## src/rtl/arith_pipe_pkg.sv

```systemverilog
// Shared mode encodings, width helpers and a wide reference model for the
// signed three-stage arithmetic pipe.
package arith_pipe_pkg;

    localparam logic [1:0] MODE_ADD_ADD = 2'b00;
    localparam logic [1:0] MODE_SUB_ADD = 2'b01;
    localparam logic [1:0] MODE_ADD_SUB = 2'b10;
    localparam logic [1:0] MODE_SUB_SUB = 2'b11;

    function automatic int pre_w(input int w);
        return w + 1;
    endfunction

    function automatic int prod_w(input int w);
        return 2 * w + 1;
    endfunction

    function automatic int out_w(input int w);
        return 2 * w + 2;
    endfunction

    // Wide enough for the largest legal operand width, so the model never wraps.
    typedef logic signed [127:0] wide_t;

    function automatic wide_t arith_ref(input wide_t a, input wide_t b, input wide_t c,
                                        input wide_t d, input logic [1:0] mode);
        wide_t s;
        wide_t p;
        s = mode[0] ? a - b : a + b;
        p = s * c;
        return mode[1] ? p - d : p + d;
    endfunction

endpackage

```

## src/rtl/arith_pipe_stage.sv

```systemverilog
// One pipeline slot: a valid bit plus a data register, with flush and
// elastic load/drain control supplied by the enclosing pipe.
module arith_pipe_stage #(
    parameter int DATA_W = 8
) (
    input  logic              clk,
    input  logic              rst,
    input  logic              flush,
    input  logic              load,
    input  logic              nxt_adv,
    input  logic [DATA_W-1:0] d_in,
    output logic              vld,
    output logic [DATA_W-1:0] q
);

    // Without a load, the slot empties only once downstream has taken the beat.
    always_ff @(posedge clk or negedge rst) begin
        if (!rst) begin
            vld <= 1'b0;
        end else if (flush) begin
            vld <= 1'b0;
        end else if (load) begin
            vld <= 1'b1;
        end else if (nxt_adv) begin
            vld <= 1'b0;
        end
    end

    always_ff @(posedge clk or negedge rst) begin
        if (!rst) begin
            q <= '0;
        end else if (load && !flush) begin
            q <= d_in;
        end
    end

endmodule

```

## src/rtl/arith_pipe_unit.sv

```systemverilog
// Three-stage signed pipe computing y = ((a op1 b) * c) op2 d with per-beat
// mode, valid/ready backpressure, bubble collapse and synchronous flush.
module arith_pipe_unit
    import arith_pipe_pkg::*;
#(
    parameter  int W  = 8,
    localparam int OW = out_w(W)
) (
    input  logic          clk,
    input  logic          rst,
    input  logic          flush,
    input  logic          in_valid,
    output logic          in_ready,
    input  logic [1:0]    mode,
    input  logic [W-1:0]  a,
    input  logic [W-1:0]  b,
    input  logic [W-1:0]  c,
    input  logic [W-1:0]  d,
    output logic          out_valid,
    input  logic          out_ready,
    output logic [OW-1:0] y,
    output logic [1:0]    out_mode
);

    localparam int SW   = pre_w(W);
    localparam int PW   = prod_w(W);
    localparam int D0_W = SW + 2 * W + 2;
    localparam int D1_W = PW + W + 2;
    localparam int D2_W = OW + 2;

    logic vld_p0, vld_p1, vld_p2;
    logic adv_p0, adv_p1, adv_p2;
    logic load_p0, load_p1, load_p2;

    assign adv_p2   = !vld_p2 || out_ready;
    assign adv_p1   = !vld_p1 || adv_p2;
    assign adv_p0   = !vld_p0 || adv_p1;
    assign in_ready = adv_p0 && !flush;

    assign load_p0 = in_valid && in_ready;
    assign load_p1 = vld_p0 && adv_p1;
    assign load_p2 = vld_p1 && adv_p2;

    // ---- S1: pre-add/subtract, carry c, d and mode
    logic signed [W:0]   a_x, b_x, s_c;
    logic [D0_W-1:0]     q_p0;
    logic signed [W:0]   s_p0;
    logic signed [W-1:0] c_p0, d_p0;
    logic [1:0]          mode_p0;

    assign a_x = {a[W-1], a};
    assign b_x = {b[W-1], b};
    assign s_c = mode[0] ? a_x - b_x : a_x + b_x;

    arith_pipe_stage #(.DATA_W(D0_W)) u_stage_p0 (
        .clk     (clk),
        .rst     (rst),
        .flush   (flush),
        .load    (load_p0),
        .nxt_adv (adv_p1),
        .d_in    ({mode, d, c, s_c}),
        .vld     (vld_p0),
        .q       (q_p0)
    );

    assign s_p0    = q_p0[SW-1:0];
    assign c_p0    = q_p0[SW+W-1:SW];
    assign d_p0    = q_p0[SW+2*W-1:SW+W];
    assign mode_p0 = q_p0[D0_W-1:D0_W-2];

    // ---- S2: multiply, carry d and mode
    logic signed [PW-1:0] s_x, c_x, p_c;
    logic [D1_W-1:0]      q_p1;
    logic signed [PW-1:0] p_p1;
    logic signed [W-1:0]  d_p1;
    logic [1:0]           mode_p1;

    assign s_x = {{(PW-SW){s_p0[SW-1]}}, s_p0};
    assign c_x = {{(PW-W){c_p0[W-1]}}, c_p0};
    assign p_c = s_x * c_x;

    arith_pipe_stage #(.DATA_W(D1_W)) u_stage_p1 (
        .clk     (clk),
        .rst     (rst),
        .flush   (flush),
        .load    (load_p1),
        .nxt_adv (adv_p2),
        .d_in    ({mode_p0, d_p0, p_c}),
        .vld     (vld_p1),
        .q       (q_p1)
    );

    assign p_p1    = q_p1[PW-1:0];
    assign d_p1    = q_p1[PW+W-1:PW];
    assign mode_p1 = q_p1[D1_W-1:D1_W-2];

    // ---- S3: post-add/subtract into the output register
    logic signed [OW-1:0] p_x, d_x, y_c;
    logic [D2_W-1:0]      q_p2;

    assign p_x = {p_p1[PW-1], p_p1};
    assign d_x = {{(OW-W){d_p1[W-1]}}, d_p1};
    assign y_c = mode_p1[1] ? p_x - d_x : p_x + d_x;

    arith_pipe_stage #(.DATA_W(D2_W)) u_stage_p2 (
        .clk     (clk),
        .rst     (rst),
        .flush   (flush),
        .load    (load_p2),
        .nxt_adv (out_ready),
        .d_in    ({mode_p1, y_c}),
        .vld     (vld_p2),
        .q       (q_p2)
    );

    assign y         = q_p2[OW-1:0];
    assign out_mode  = q_p2[D2_W-1:D2_W-2];
    assign out_valid = vld_p2;

endmodule

```

## config.mk

```make
export PLATFORM = sky130hd
export DESIGN_NAME = arith_pipe_unit
export DESIGN_NICKNAME = d
export VERILOG_FILES = /design/src/rtl/arith_pipe_pkg.sv /design/src/rtl/arith_pipe_stage.sv /design/src/rtl/arith_pipe_unit.sv
export SDC_FILE = /design/constraint.sdc
export NUM_CORES = 1
export LEC_CHECK = 0
export CORE_ASPECT_RATIO = 1.5
export CORE_MARGIN = 2
export CORE_UTILIZATION = 40
export DETAILED_ROUTE_END_ITERATION = 12
export DONT_BUFFER_PORTS = 1
export PLACE_DENSITY = 0.65
export SETUP_SLACK_MARGIN = 0.2
export SYNTH_ARGS = -nofsm -noshare
export SYNTH_HDL_FRONTEND = slang
export SYNTH_HIERARCHICAL = 1
export SYNTH_SLANG_ARGS = --single-unit
```

## constraint.sdc

```tcl
create_clock -name clk -period 4.6 [get_ports clk]
set_input_delay 0.69 -clock clk [delete_from_list [all_inputs] [get_ports clk]]
set_output_delay 0.69 -clock clk [all_outputs]
set_load 0.02 [all_outputs]
```

==> impl_metrics.env <==
export IMPL_synth_area_leaders="dfrtp_1 26%, fa_1 17%, mux2_4 12%"
export IMPL_num_nets_final=928
export IMPL_die_w_um=116
export IMPL_start_kind="flop"
export IMPL_path_class="reg -> reg"
export IMPL_fmax_mhz=231
export IMPL_syn2layout_area_growth_pct=14.5
export IMPL_antenna_left=0
export IMPL_core_area_sq_um=18500
export IMPL_yosysWarnings=6
export IMPL_viasPerCell=4.88
export IMPL_track_usage_pct=15.4
export IMPL_htree_levels=3
export IMPL_end_kind="flop"
export IMPL_clkTransAtPathRegs_ns=0.06
export IMPL_maxSlewViolCount=0
export IMPL_hpwlAfterDp_mm=11.6
export IMPL_dieArea_sq_um=20000
export IMPL_reg2reg_slack_ns=0.28
export IMPL_grt_pass1_wl_mm=24.3
export IMPL_tightestPinTransition_ns=1.08
export IMPL_synthesis_nets=886
export IMPL_cts_tree="built"
export IMPL_ys_seq_area_share_pct=25.6
export IMPL_synth_edf_count=0
export IMPL_r2r_start="u_stage_p0/q[14]"
export IMPL_wirelength_mm=15.2
export IMPL_ys_types=51
export IMPL_clockBufferDepth=2
export IMPL_gp_congestion=0.856
export IMPL_synth_top_area_share_pct=25.6
export IMPL_drive_gt1_share_pct=27.1
export IMPL_cts_sinks=77
export IMPL_overflow=0
export IMPL_holdWs_ns=0.0466
export IMPL_syn_area_per_cell_sq_um=10.4
export IMPL_drt_pass1_iterations=4
export IMPL_ctsRootBufferMaster="clkbuf_16"
export IMPL_ys_flop_type="dfrtp_1"
export IMPL_ios=61
export IMPL_hp_class="in -> async"
export IMPL_via_count=4991
export IMPL_finalCritPeriodShare_pct=94.0
export IMPL_syn_inst=724
export IMPL_arrival_ns=4.55
export IMPL_rsz0062_at_grt="yes"
export IMPL_grt_max_degree=78
export IMPL_clkLatencyLatePin_ns=0.34
export IMPL_synth_seq_cells=77
export IMPL_synth_async_sr_flop_share_pct=100
export IMPL_final_cell_mix="107 x inv_1, 63 x dfrtp_1, 60 x fa_1, 60 x mux2_4, 52 x ha_1"
export IMPL_grt_pass1_vias=5216
export IMPL_hold_violations=0
export IMPL_drc=0
export IMPL_crit_fanout=8
export IMPL_worstRegToRegCells=14
export IMPL_n_antenna_cell=0
export IMPL_max_slew_margin_rel_pct=27.9
export IMPL_synth_area_leader_cell="dfrtp_1"
export IMPL_synth_area_sq_um=7540
export IMPL_wl_per_cell_um=14.8
export IMPL_die_y_um=172
export IMPL_cp_required_ns=4.82
export IMPL_drt_initial_drc_count=130
export IMPL_io_buffers=0
export IMPL_start_util_pct=40.7
export IMPL_cts_buffers=9
export IMPL_final_common_cell="inv_1"
export IMPL_fin_crit_ns=4.32
export IMPL_grt_antenna_before_repair=0
export IMPL_final_setup_viol_count=0
export IMPL_status="completed"
export IMPL_timing_rr_end="u_stage_p1/q[15]"
export IMPL_num_rows=61
export IMPL_setup_tns_ns=0
export IMPL_maxCapViolCount=0
export IMPL_skew_ns=0.00963
-- timing repair --
action                                  4_1_cts  5_1_grt
hold buffers                                  0        0
gates resized for setup                      18       54
pin swaps                                     3       35
buffers inserted                              3       29
endpoints found under the hold margin         0        0
endpoints found under the setup margin        5        7
-- cell families (layout without fill, tap and decap cells) --
kind of cell    count (synthesis)  in the layout  synth area share, %
simple gates                  178            178                 12.2
xor+xnor                       51             51                 5.92
compound gates                 90             90                 7.68
fa+ha+maj                     123            123                 26.7
buf+inv                       129            175                 7.68
mux                            76             76                 14.3
flops                          77             77                 25.6
-- layout make-up --
class | count | area (sq um)
fill | 1655 | 9920
multi-input combinational | 518 | 5270
sequential | 77 | 1940
inverter | 116 | 440
timing repair buffer | 44 | 344
tap | 252 | 315
clock buffer | 9 | 225
clock inverter | 6 | 87.6
-- sequential cells by signal, indices dropped and copies added, names as in the netlist --
register        flops
u_stage_p1/vld      1
u_stage_p0/q       27
u_stage_p2/vld      1
u_stage_p0/vld      1
u_stage_p2/q       20
u_stage_p1/q       27
-- worst max-delay path by stage --
stage | start | end | depth (start not counted)
after floorplan | u_stage_p0/q[13] | u_stage_p1/q[16] | 18
after global placement | u_stage_p0/q[16] | u_stage_p1/q[16] | 16
after detailed placement | u_stage_p0/q[16] | u_stage_p1/q[16] | 16
after CTS | u_stage_p0/q[3] | u_stage_p1/q[16] | 18
after global routing | u_stage_p0/q[16] | u_stage_p1/q[16] | 17
final | u_stage_p0/q[14] | u_stage_p1/q[15] | 14
-- per-stage QoR --
stage          setup WS, ns  util [%]  cell area (sq um)  instances
3_5_place_dp         0.0251      42.3               7850        975
3_3_place_gp          0.101      42.3               7850        975
4_1_cts               0.181      44.5               8250        993
2_1_floorplan         0.213         -               7600        724
6_report              0.275      46.5               8630       1022
5_1_grt               0.127      46.5               8630       1022
-- Yosys cell counts, types with 14 or more instances --
| master | count |
|---|---|
| nor3_1 | 15 |
| mux2_2 | 14 |
| nor2_1 | 38 |
| and2_1 | 50 |
| xor2_1 | 16 |
| xnor2_1 | 35 |
| nand2_1 | 41 |
| dfrtp_1 | 77 |
| o21ai_0 | 15 |
| inv_1 | 115 |
| fa_1 | 63 |
| ha_1 | 60 |
| a21oi_1 | 40 |
| mux2_4 | 60 |
-- worst max-delay path, stage by stage (launching register included) --
cell and delay (ns):
dfrtp_2 0.48, buf_4 0.17, and2_1 0.19, fa_1 0.55
inv_1 0.05, fa_1 0.52, fa_1 0.44, fa_1 0.54
inv_1 0.04, ha_1 0.32, or3_1 0.37, o21ai_0 0.07
a21oi_1 0.07, xor2_1 0.15, mux2_4 0.26
-- metal layers --
metal / GRT usage, % / share of wire (%)
met1: 16.8 / 38
met2: 29.3 / 56
met5: 0 / 0
met4: 6.00 / 2.9
met3: 2.31 / 2.8
Power is left out: the tool's default activity adds up to more than one toggle a clock period on the data nets, which glitch-free logic cannot reach.
